`config.mk`:
```
export PLATFORM = sky130hd
export DESIGN_NAME = shared_tlb_sv32
export DESIGN_NICKNAME = d
export VERILOG_FILES = /design/src/rtl/shared_tlb_sv32.sv
export SDC_FILE = /design/constraint.sdc
export NUM_CORES = 1
export LEC_CHECK = 0
export CAP_MARGIN = 40
export CORE_AREA = 2 2 247 249
export DETAILED_ROUTE_END_ITERATION = 16
export DIE_AREA = 0 0 249 251
export HOLD_SLACK_MARGIN = 0.03
export PLACE_DENSITY = 0.77
export SLEW_MARGIN = 5
export SYNTH_ARGS = -nofsm -noshare
export SYNTH_HDL_FRONTEND = slang
export SYNTH_SLANG_ARGS = --single-unit
```
`constraint.sdc`:
```
create_clock -name clk_i -period 4.2 [get_ports clk_i]
set_input_delay 0.63 -clock clk_i [delete_from_list [all_inputs] [get_ports clk_i]]
set_output_delay 0.63 -clock clk_i [all_outputs]
set_load 0.05 [all_outputs]
```
`src/rtl/shared_tlb_sv32.sv`:
```
// ---------------------------------------------------------------------------
// shared_tlb_sv32
//
// Second-level, 8-entry fully associative Sv32 TLB shared by the instruction
// and data L1 TLBs. An L1 miss is accepted in IDLE, looked up one cycle
// later in LOOKUP, and the result is reported to the page-table walker. A
// hit also refills the requesting L1 TLB in that same cycle. The PTW fills
// entries here once a walk completes.
//
// Ports
//   clk_i, rst_ni               clock, asynchronous active-low reset
//   flush_i                     invalidate every entry / abort a lookup
//   asid_i                      current address-space ID
//   itlb_access_i/itlb_vaddr_i  ITLB miss request + virtual address
//   dtlb_access_i/dtlb_vaddr_i  DTLB miss request + virtual address
//   itlb/dtlb_update_valid_o    refill pulse to the requesting L1 TLB
//   update_vpn/asid/is_4M/pte_o refill entry content (0 when no pulse)
//   shared_tlb_access_o         lookup-result pulse to the PTW
//   shared_tlb_hit_o            lookup hit
//   shared_tlb_vaddr_o          looked-up virtual address
//   itlb_req_o                  lookup originated from the ITLB
//   ptw_active_i                walk in progress (new requests are ignored)
//   ptw_update_*_i              PTW fill of one entry
// ---------------------------------------------------------------------------
module shared_tlb_sv32 (
  input  logic        clk_i,
  input  logic        rst_ni,
  input  logic        flush_i,
  input  logic [8:0]  asid_i,
  input  logic        itlb_access_i,
  input  logic [31:0] itlb_vaddr_i,
  input  logic        dtlb_access_i,
  input  logic [31:0] dtlb_vaddr_i,
  output logic        itlb_update_valid_o,
  output logic        dtlb_update_valid_o,
  output logic [19:0] update_vpn_o,
  output logic [8:0]  update_asid_o,
  output logic        update_is_4M_o,
  output logic [31:0] update_pte_o,
  output logic        shared_tlb_access_o,
  output logic        shared_tlb_hit_o,
  output logic [31:0] shared_tlb_vaddr_o,
  output logic        itlb_req_o,
  input  logic        ptw_active_i,
  input  logic        ptw_update_valid_i,
  input  logic        ptw_update_is_4M_i,
  input  logic [19:0] ptw_update_vpn_i,
  input  logic [8:0]  ptw_update_asid_i,
  input  logic [31:0] ptw_update_pte_i
);

  localparam int unsigned NUM_ENTRIES = 8;

  typedef enum logic {
    IDLE   = 1'b0,
    LOOKUP = 1'b1
  } state_e;

  typedef struct packed {
    logic        is_4m;
    logic [19:0] vpn;
    logic [8:0]  asid;
    logic [31:0] pte;
  } entry_t;

  state_e      state_q, state_d;
  logic [31:0] vaddr_q, vaddr_d;
  logic        itlb_q, itlb_d;
  logic [8:0]  asid_q, asid_d;
  logic [NUM_ENTRIES-1:0] valid_q, valid_d;
  entry_t      entry_q [NUM_ENTRIES];
  entry_t      entry_d [NUM_ENTRIES];
  logic [2:0]  rr_q, rr_d;

  // -------------------------------------------------------------------------
  // Lookup against the request latched at acceptance. The entry array is
  // read as registered, so a fill in this same cycle is not seen until the
  // next one.
  // -------------------------------------------------------------------------
  logic [NUM_ENTRIES-1:0] lookup_match;
  logic                   lookup_hit;
  logic [2:0]             lookup_idx;

  always_comb begin
    lookup_match = '0;
    lookup_hit   = 1'b0;
    lookup_idx   = '0;
    for (int i = 0; i < NUM_ENTRIES; i++) begin
      // pte[5] is the Sv32 G bit: a global mapping ignores the ASID.
      lookup_match[i] = valid_q[i]
                      && ((entry_q[i].asid == asid_q) || entry_q[i].pte[5])
                      && (entry_q[i].vpn[19:10] == vaddr_q[31:22])
                      && (entry_q[i].is_4m || (entry_q[i].vpn[9:0] == vaddr_q[21:12]));
    end
    // Ascending scan with a sticky flag: the lowest matching index wins.
    for (int i = 0; i < NUM_ENTRIES; i++) begin
      if (lookup_match[i] && !lookup_hit) begin
        lookup_hit = 1'b1;
        lookup_idx = i[2:0];
      end
    end
  end

  // -------------------------------------------------------------------------
  // Fill slot choice: an entry with the identical tag first (so that a
  // translation never exists twice), then the lowest free entry, and only
  // then the round-robin victim.
  // -------------------------------------------------------------------------
  logic       fill_tag_hit;
  logic       fill_free_hit;
  logic [2:0] fill_tag_idx;
  logic [2:0] fill_free_idx;
  logic [2:0] fill_idx;
  logic       fill_use_rr;

  always_comb begin
    fill_tag_hit  = 1'b0;
    fill_free_hit = 1'b0;
    fill_tag_idx  = '0;
    fill_free_idx = '0;
    for (int i = 0; i < NUM_ENTRIES; i++) begin
      if (valid_q[i] && !fill_tag_hit
          && (entry_q[i].vpn   == ptw_update_vpn_i)
          && (entry_q[i].asid  == ptw_update_asid_i)
          && (entry_q[i].is_4m == ptw_update_is_4M_i)) begin
        fill_tag_hit = 1'b1;
        fill_tag_idx = i[2:0];
      end
      if (!valid_q[i] && !fill_free_hit) begin
        fill_free_hit = 1'b1;
        fill_free_idx = i[2:0];
      end
    end
    fill_use_rr = !fill_tag_hit && !fill_free_hit;
    if (fill_tag_hit)       fill_idx = fill_tag_idx;
    else if (fill_free_hit) fill_idx = fill_free_idx;
    else                    fill_idx = rr_q;
  end

  // -------------------------------------------------------------------------
  // Next state: request acceptance, entry storage, victim pointer.
  // -------------------------------------------------------------------------
  logic accept;

  always_comb begin
    // NOTE: every always_comb target gets a default first; a path that leaves
    // one unassigned would infer a latch.
    state_d = state_q;
    vaddr_d = vaddr_q;
    itlb_d  = itlb_q;
    asid_d  = asid_q;
    valid_d = valid_q;
    entry_d = entry_q;
    rr_d    = rr_q;

    accept = (state_q == IDLE) && (itlb_access_i || dtlb_access_i)
           && !ptw_active_i && !flush_i;

    case (state_q)
      IDLE: begin
        if (accept) begin
          state_d = LOOKUP;
          // The ITLB wins a tie; the DTLB request is dropped and re-issued.
          vaddr_d = itlb_access_i ? itlb_vaddr_i : dtlb_vaddr_i;
          itlb_d  = itlb_access_i;
          asid_d  = asid_i;
        end
      end
      LOOKUP:  state_d = IDLE;
      default: state_d = IDLE;
    endcase

    // Flush overrides a simultaneous fill; the victim pointer is kept.
    if (flush_i) begin
      valid_d = '0;
    end else if (ptw_update_valid_i) begin
      valid_d[fill_idx]       = 1'b1;
      entry_d[fill_idx].is_4m = ptw_update_is_4M_i;
      entry_d[fill_idx].vpn   = ptw_update_vpn_i;
      entry_d[fill_idx].asid  = ptw_update_asid_i;
      entry_d[fill_idx].pte   = ptw_update_pte_i;
      if (fill_use_rr) rr_d = rr_q + 3'd1;
    end
  end

  // -------------------------------------------------------------------------
  // Outputs: decoded from the LOOKUP state, so an asynchronous reset (state
  // back to IDLE) forces every output to 0 at once, and a flush in the
  // LOOKUP cycle suppresses them.
  // -------------------------------------------------------------------------
  logic lookup_fire;
  logic update_fire;

  always_comb begin
    lookup_fire = (state_q == LOOKUP) && !flush_i;
    update_fire = lookup_fire && lookup_hit;

    shared_tlb_access_o = lookup_fire;
    shared_tlb_hit_o    = update_fire;
    shared_tlb_vaddr_o  = lookup_fire ? vaddr_q : '0;
    itlb_req_o          = lookup_fire && itlb_q;

    itlb_update_valid_o = update_fire && itlb_q;
    dtlb_update_valid_o = update_fire && !itlb_q;
    update_vpn_o        = '0;
    update_asid_o       = '0;
    update_is_4M_o      = 1'b0;
    update_pte_o        = '0;
    if (update_fire) begin
      update_vpn_o   = entry_q[lookup_idx].vpn;
      update_asid_o  = entry_q[lookup_idx].asid;
      update_is_4M_o = entry_q[lookup_idx].is_4m;
      update_pte_o   = entry_q[lookup_idx].pte;
    end
  end

  // -------------------------------------------------------------------------
  // Registers
  // -------------------------------------------------------------------------
  always_ff @(posedge clk_i or negedge rst_ni) begin
    // NOTE: sequential state uses non-blocking assignments only, so every
    // flop samples the pre-edge value of every other flop.
    if (!rst_ni) begin
      state_q <= IDLE;
      vaddr_q <= '0;
      itlb_q  <= 1'b0;
      asid_q  <= '0;
      valid_q <= '0;
      rr_q    <= '0;
    end else begin
      state_q <= state_d;
      vaddr_q <= vaddr_d;
      itlb_q  <= itlb_d;
      asid_q  <= asid_d;
      valid_q <= valid_d;
      rr_q    <= rr_d;
    end
  end

  // NOTE: the entry payload is deliberately not reset; the valid bits alone
  // decide whether an entry is used, so the array can map to plain storage.
  always_ff @(posedge clk_i) begin
    entry_q <= entry_d;
  end

endmodule

```
==> results.txt <==
----------------------------------------------------
[Finish]
  Area overhead of the layout relative to synthesis ... 43.2%
  Post-layout utilization of the core ... between 70% and 80%
  Number of nets in the final layout ... about 3200
  Combined flip-flop and latch cell area ... between 15000 and 20000 µm²
  Ratio of cells with drive above 1 in the final layout ... 34.6%
  Count of filler cells inserted in the layout ... 3890
  Final design area excluding fillers ... about 42000 µm²
  Area taken by multi-input logic gates ... 14900 µm²

[Yosys]
  Net count after synthesis ... roughly 2600
  Average instance area after synthesis ... about 12 µm²
  Flip-flop and latch count after synthesis ... 550
  Total standard cell area after synthesis ... 29600 µm²
  Synth top area cells ... edfxtp_1 50%, xnor2_1 10%, and2_1 6.3%
  Synthesized instance count ... between 2000 and 2500
  Area leader, netlist ... edfxtp_1
  Share of synthesized registers carrying an async set or reset ... a little under 10%
  EDFF count, synth ... between 400 and 500
  Cell variety after synth ... 60
  Top cell type's share of synthesized area ... roughly half
  Post-synthesis sequential area ratio ... roughly 55%
  Leading register cell type out of synthesis ... edfxtp_1
  Count of yosys warnings during synthesis ... 0

[Floorplanning]
  Die outline height ... 251 µm
  IO Count ... around 240
  Die width ... between 200 and 250 µm
  Initial cell density of the core ... 49.5%
  Die ar. ... 62500 µm²
  Core Box Area ... roughly 60000 µm²
  Number of placement rows ... 90

[Timing]
  Max frequency ... just over 200 MHz
  Post-layout worst setup margin ... -636 ps
  Final setup vio count ... slightly above 60
  Part of the cycle the worst path needs ... 115%
  Final Hold Vio Count ... 0
  Least-Margin Pin Slew ... roughly 740 ps
  Unrepaired setup endpoints after global routing ... yes
  Final min period ... 4840 ps
  Total count of max-transition violations in the final report ... 0
  Final setup skew ... roughly 24 ps
  Post-route worst hold slack ... a little under 500 ps
  Max transition margin ... 50.3%

[Critical path]
  Most numerous cell on the critical path ... buf_12
  Worst-path fanout max ... 7
  Critical Path Start Type ... flip-flop
  Signal arrival time at the worst endpoint ... 4210 ps
  Kind of critical path ... flip-flop to output pin
  Worst Path Buf+Inv ... 8
  Critical path endpoint category ... output pin
  Cell type group with the largest total delay on the critical path ... buffers and inverters
  Biggest cell delay along the critical path ... about 400 ps
  Required time reported for the critical path endpoint ... 3570 ps
  CP cell instances ... buf_12, buf_12, xor2_2, nor4_2, a41oi_2, buf_4, nor4_4, nand3b_1, a21oi_4, a22oi_2, buf_4, buf_12, buf_12, buf_16, mux2i_1, o221ai_2, buf_12
  Slowest cell on crit path ... dfrtp_1

[Power and ir drop]
  Power share of the sequential group ... between 40 and 50%
  VDD IR max ... 400 µV
  P_leak ... roughly 15 nW
  Proportion of power drawn by the clock network ... 39.4%
  Fraction of power spent switching nets ... between 20% and 30%
  Comb power frac ... between 10% and 20%
  Internal ... between 0.01 and 0.015 W
  Net Switching ... approximately 0.0038 W
  Total power per unit cell area ... approximately 330 nW/µm²

[Status]
  Status ... complete, but fails checks
  Failing checks ... setup timing

[Detailed routing]
  DRT iter0 DRCs ... 2944
  TritonRoute pass-1 iters ... 5
  ANT nets after route ... 0
  Detailed-route wire length ... approximately 120000 µm
  DR vias ... between 20000 and 25000
  Routed wirelength normalized by instance count ... 30.2 µm
  Avg Vias per Cell ... 6.13
  Number of remaining DRC errors ... 0

[GRT]
  Grt met2 use ... between 60% and 70%
  Peak-usage layer in the global routing report ... met2
  Overall global routing resource usage ... a little under two fifths
  Global-route wire length before repair ... 169000 µm
  Met1 routing resource usage after global routing ... 47.0%
  Total congestion overflow after global routing ... 0
  Met3 track utilization from global routing ... about 7.5%
  Largest net degree at the start of global routing ... 76
  Antenna violations before repair ... 2
  Number of global-route vias before repair ... roughly 24000

[Clocking]
  CTS Root Cell ... clkbuf_16
  Number of buffers created by CTS ... 60
  Clock transition at the registers of the reported paths ... 60 ps
  CTS tree ... yes
  Clock Tree Buf Depth ... 3
  Source-to-sink clock delay at the later pin of the worst-skew pair ... between 600 and 700 ps
  Max H-tree Level ... 2
  Number of clock sinks ... 550

[Place]
  HPWL reported at the end of detailed placement ... roughly 83000 µm
  Placer congestion estimate ... about 1.1
  Post-detailed-placement cell area ... between 30000 and 40000 µm²
  Buffers on Ports ... 240

[Flow run]
  Max-cap viol count ... 0

[Worst hold path]
  Worst min-delay path class ... flip-flop to flip-flop

----------------------------------------------------
## placed cells by master (no fill, tap or decap), types with 95 or more instances in the layout
master           netlist  routed
a21oi_1              159     105
and2_1               297     286
buf_12                 0     128
buf_4                 15     446
clkdlybuf4s50_1        0     139
edfxtp_1             496     496
nand2_1               98      95
nand4_1              111     111
xnor2_1              337     330
xor2_1               137     133
## synthesized netlist by cell type, types with 2 or more instances
cell type and number:
nor4_1 59, buf_4 15, a21oi_4 2, mux2_2 73, a21oi_1 159, mux2i_1 156
or3_1 2, nand2_1 98, nand3b_1 2, clkbuf_2 4, clkbuf_1 71, a41oi_1 11
o221ai_1 63, dfrtp_1 54, buf_2 66, nor2_1 47, inv_1 5, o21ai_0 5
and3_1 4, buf_6 13, or4_1 3, nor3_1 14, xor2_1 137, nand4_1 111
xnor2_1 337, edfxtp_1 496, a2111oi_0 2, and2_2 3, and2_1 297, a22o_1 8
nor2b_1 2, nand3_1 83, nor4_2 2
## stage by stage
stage          total power, W  TNS (ps)  instances  setup slack, ps
2_1_floorplan         0.00736         0       2431             90.3
3_3_place_gp          0.00845   -132190       3743             -351
3_5_place_dp          0.00848   -134220       3745             -473
4_1_cts                0.0140    -31420       3899             -594
5_1_grt                0.0145    -36330       3926             -687
6_report               0.0142    -33110       3927             -636
## sequential cells by signal, indices dropped and copies added (netlist names)
| name | count |
|---|---|
| state_q | 1 |
| itlb_q | 1 |
| entry_q | 496 |
| asid_q | 9 |
| rr_q | 3 |
| vaddr_q | 32 |
| valid_q | 8 |
## metal layers
layer	vias to the layer above	share of wire (%)
met5	-	0.013
met1	11910	37
li1	10215	-
met3	352	9.8
met2	1576	47
met4	2	6.8
## logic make-up (layout without fill, tap and decap cells)
logic type,Yosys count,after routing,share of synthesized area [%]
muxes,229,229,8.05
and+or+nand+nor,738,738,14.2
DFF,550,550,54.9
buffers and inverters,176,889,3.05
other,0,1,0
adders and majority gates,1,1,0.0422
AOI/OAI and AO/OA,263,263,5.75
xor gates and xnor gates,474,474,14.0
## final timing paths
kind | endpoint | start | cells after the start | slack, ps
min in group asynchronous | vaddr_q[28] | rst_ni | 2 | 490
setup reg to reg | entry_q[334] | entry_q[111] | 12 | 370
max in group asynchronous | vaddr_q[20] | rst_ni | 4 | 2760
hold reg to reg | rr_q[2] | rr_q[2] | 1 | 480
hold / removal | rr_q[2] | rr_q[2] | 1 | 480
setup / recovery | update_pte_o[3] | vaddr_q[21] | 17 | -640
## worst register-to-register path: stages, from the launching register on
cell       delay [ps]
edfxtp_1          500
xnor2_1           220
buf_4             190
nand4_1            90
or4b_2            710
a2111oi_1         530
buf_4             220
o21ai_1            80
nand2_2           130
a21oi_4           100
nor3b_4           210
and2_2            280
buf_12            230
## power by group through the flow
stage          combinational (W)  sequential [W]  clock [W]
2_1_floorplan            0.00108         0.00628          0
3_3_place_gp             0.00207         0.00639          0
3_5_place_dp             0.00208         0.00639          0
4_1_cts                  0.00213         0.00628    0.00558
5_1_grt                  0.00240         0.00630    0.00583
6_report                 0.00230         0.00629    0.00558
## layout make-up
| class | instances | share of cell area [%] |
|---|---|---|
| sequential | 550 | 38.3 |
| tap | 782 | 2.31 |
| inverter | 6 | 0.0531 |
| timing repair buffer | 769 | 19.3 |
| clock buffer | 73 | 3.73 |
| antenna | 1 | 0.00590 |
| multi-input combinational | 1705 | 35.1 |
| clock inverter | 41 | 1.10 |
## what timing repair did
| action | CTS | global route |
|---|---|---|
| endpoints found under the hold margin | 12 | 0 |
| setup buffers | 33 | 33 |
| hold buffers | 1 | 0 |
| pin swaps | 51 | 54 |
| endpoints found under the setup margin | 65 | 65 |
| cloned | 10 | 2 |
| gates resized for setup | 315 | 180 |
Note: power is estimated with default switching activity, not from simulation.
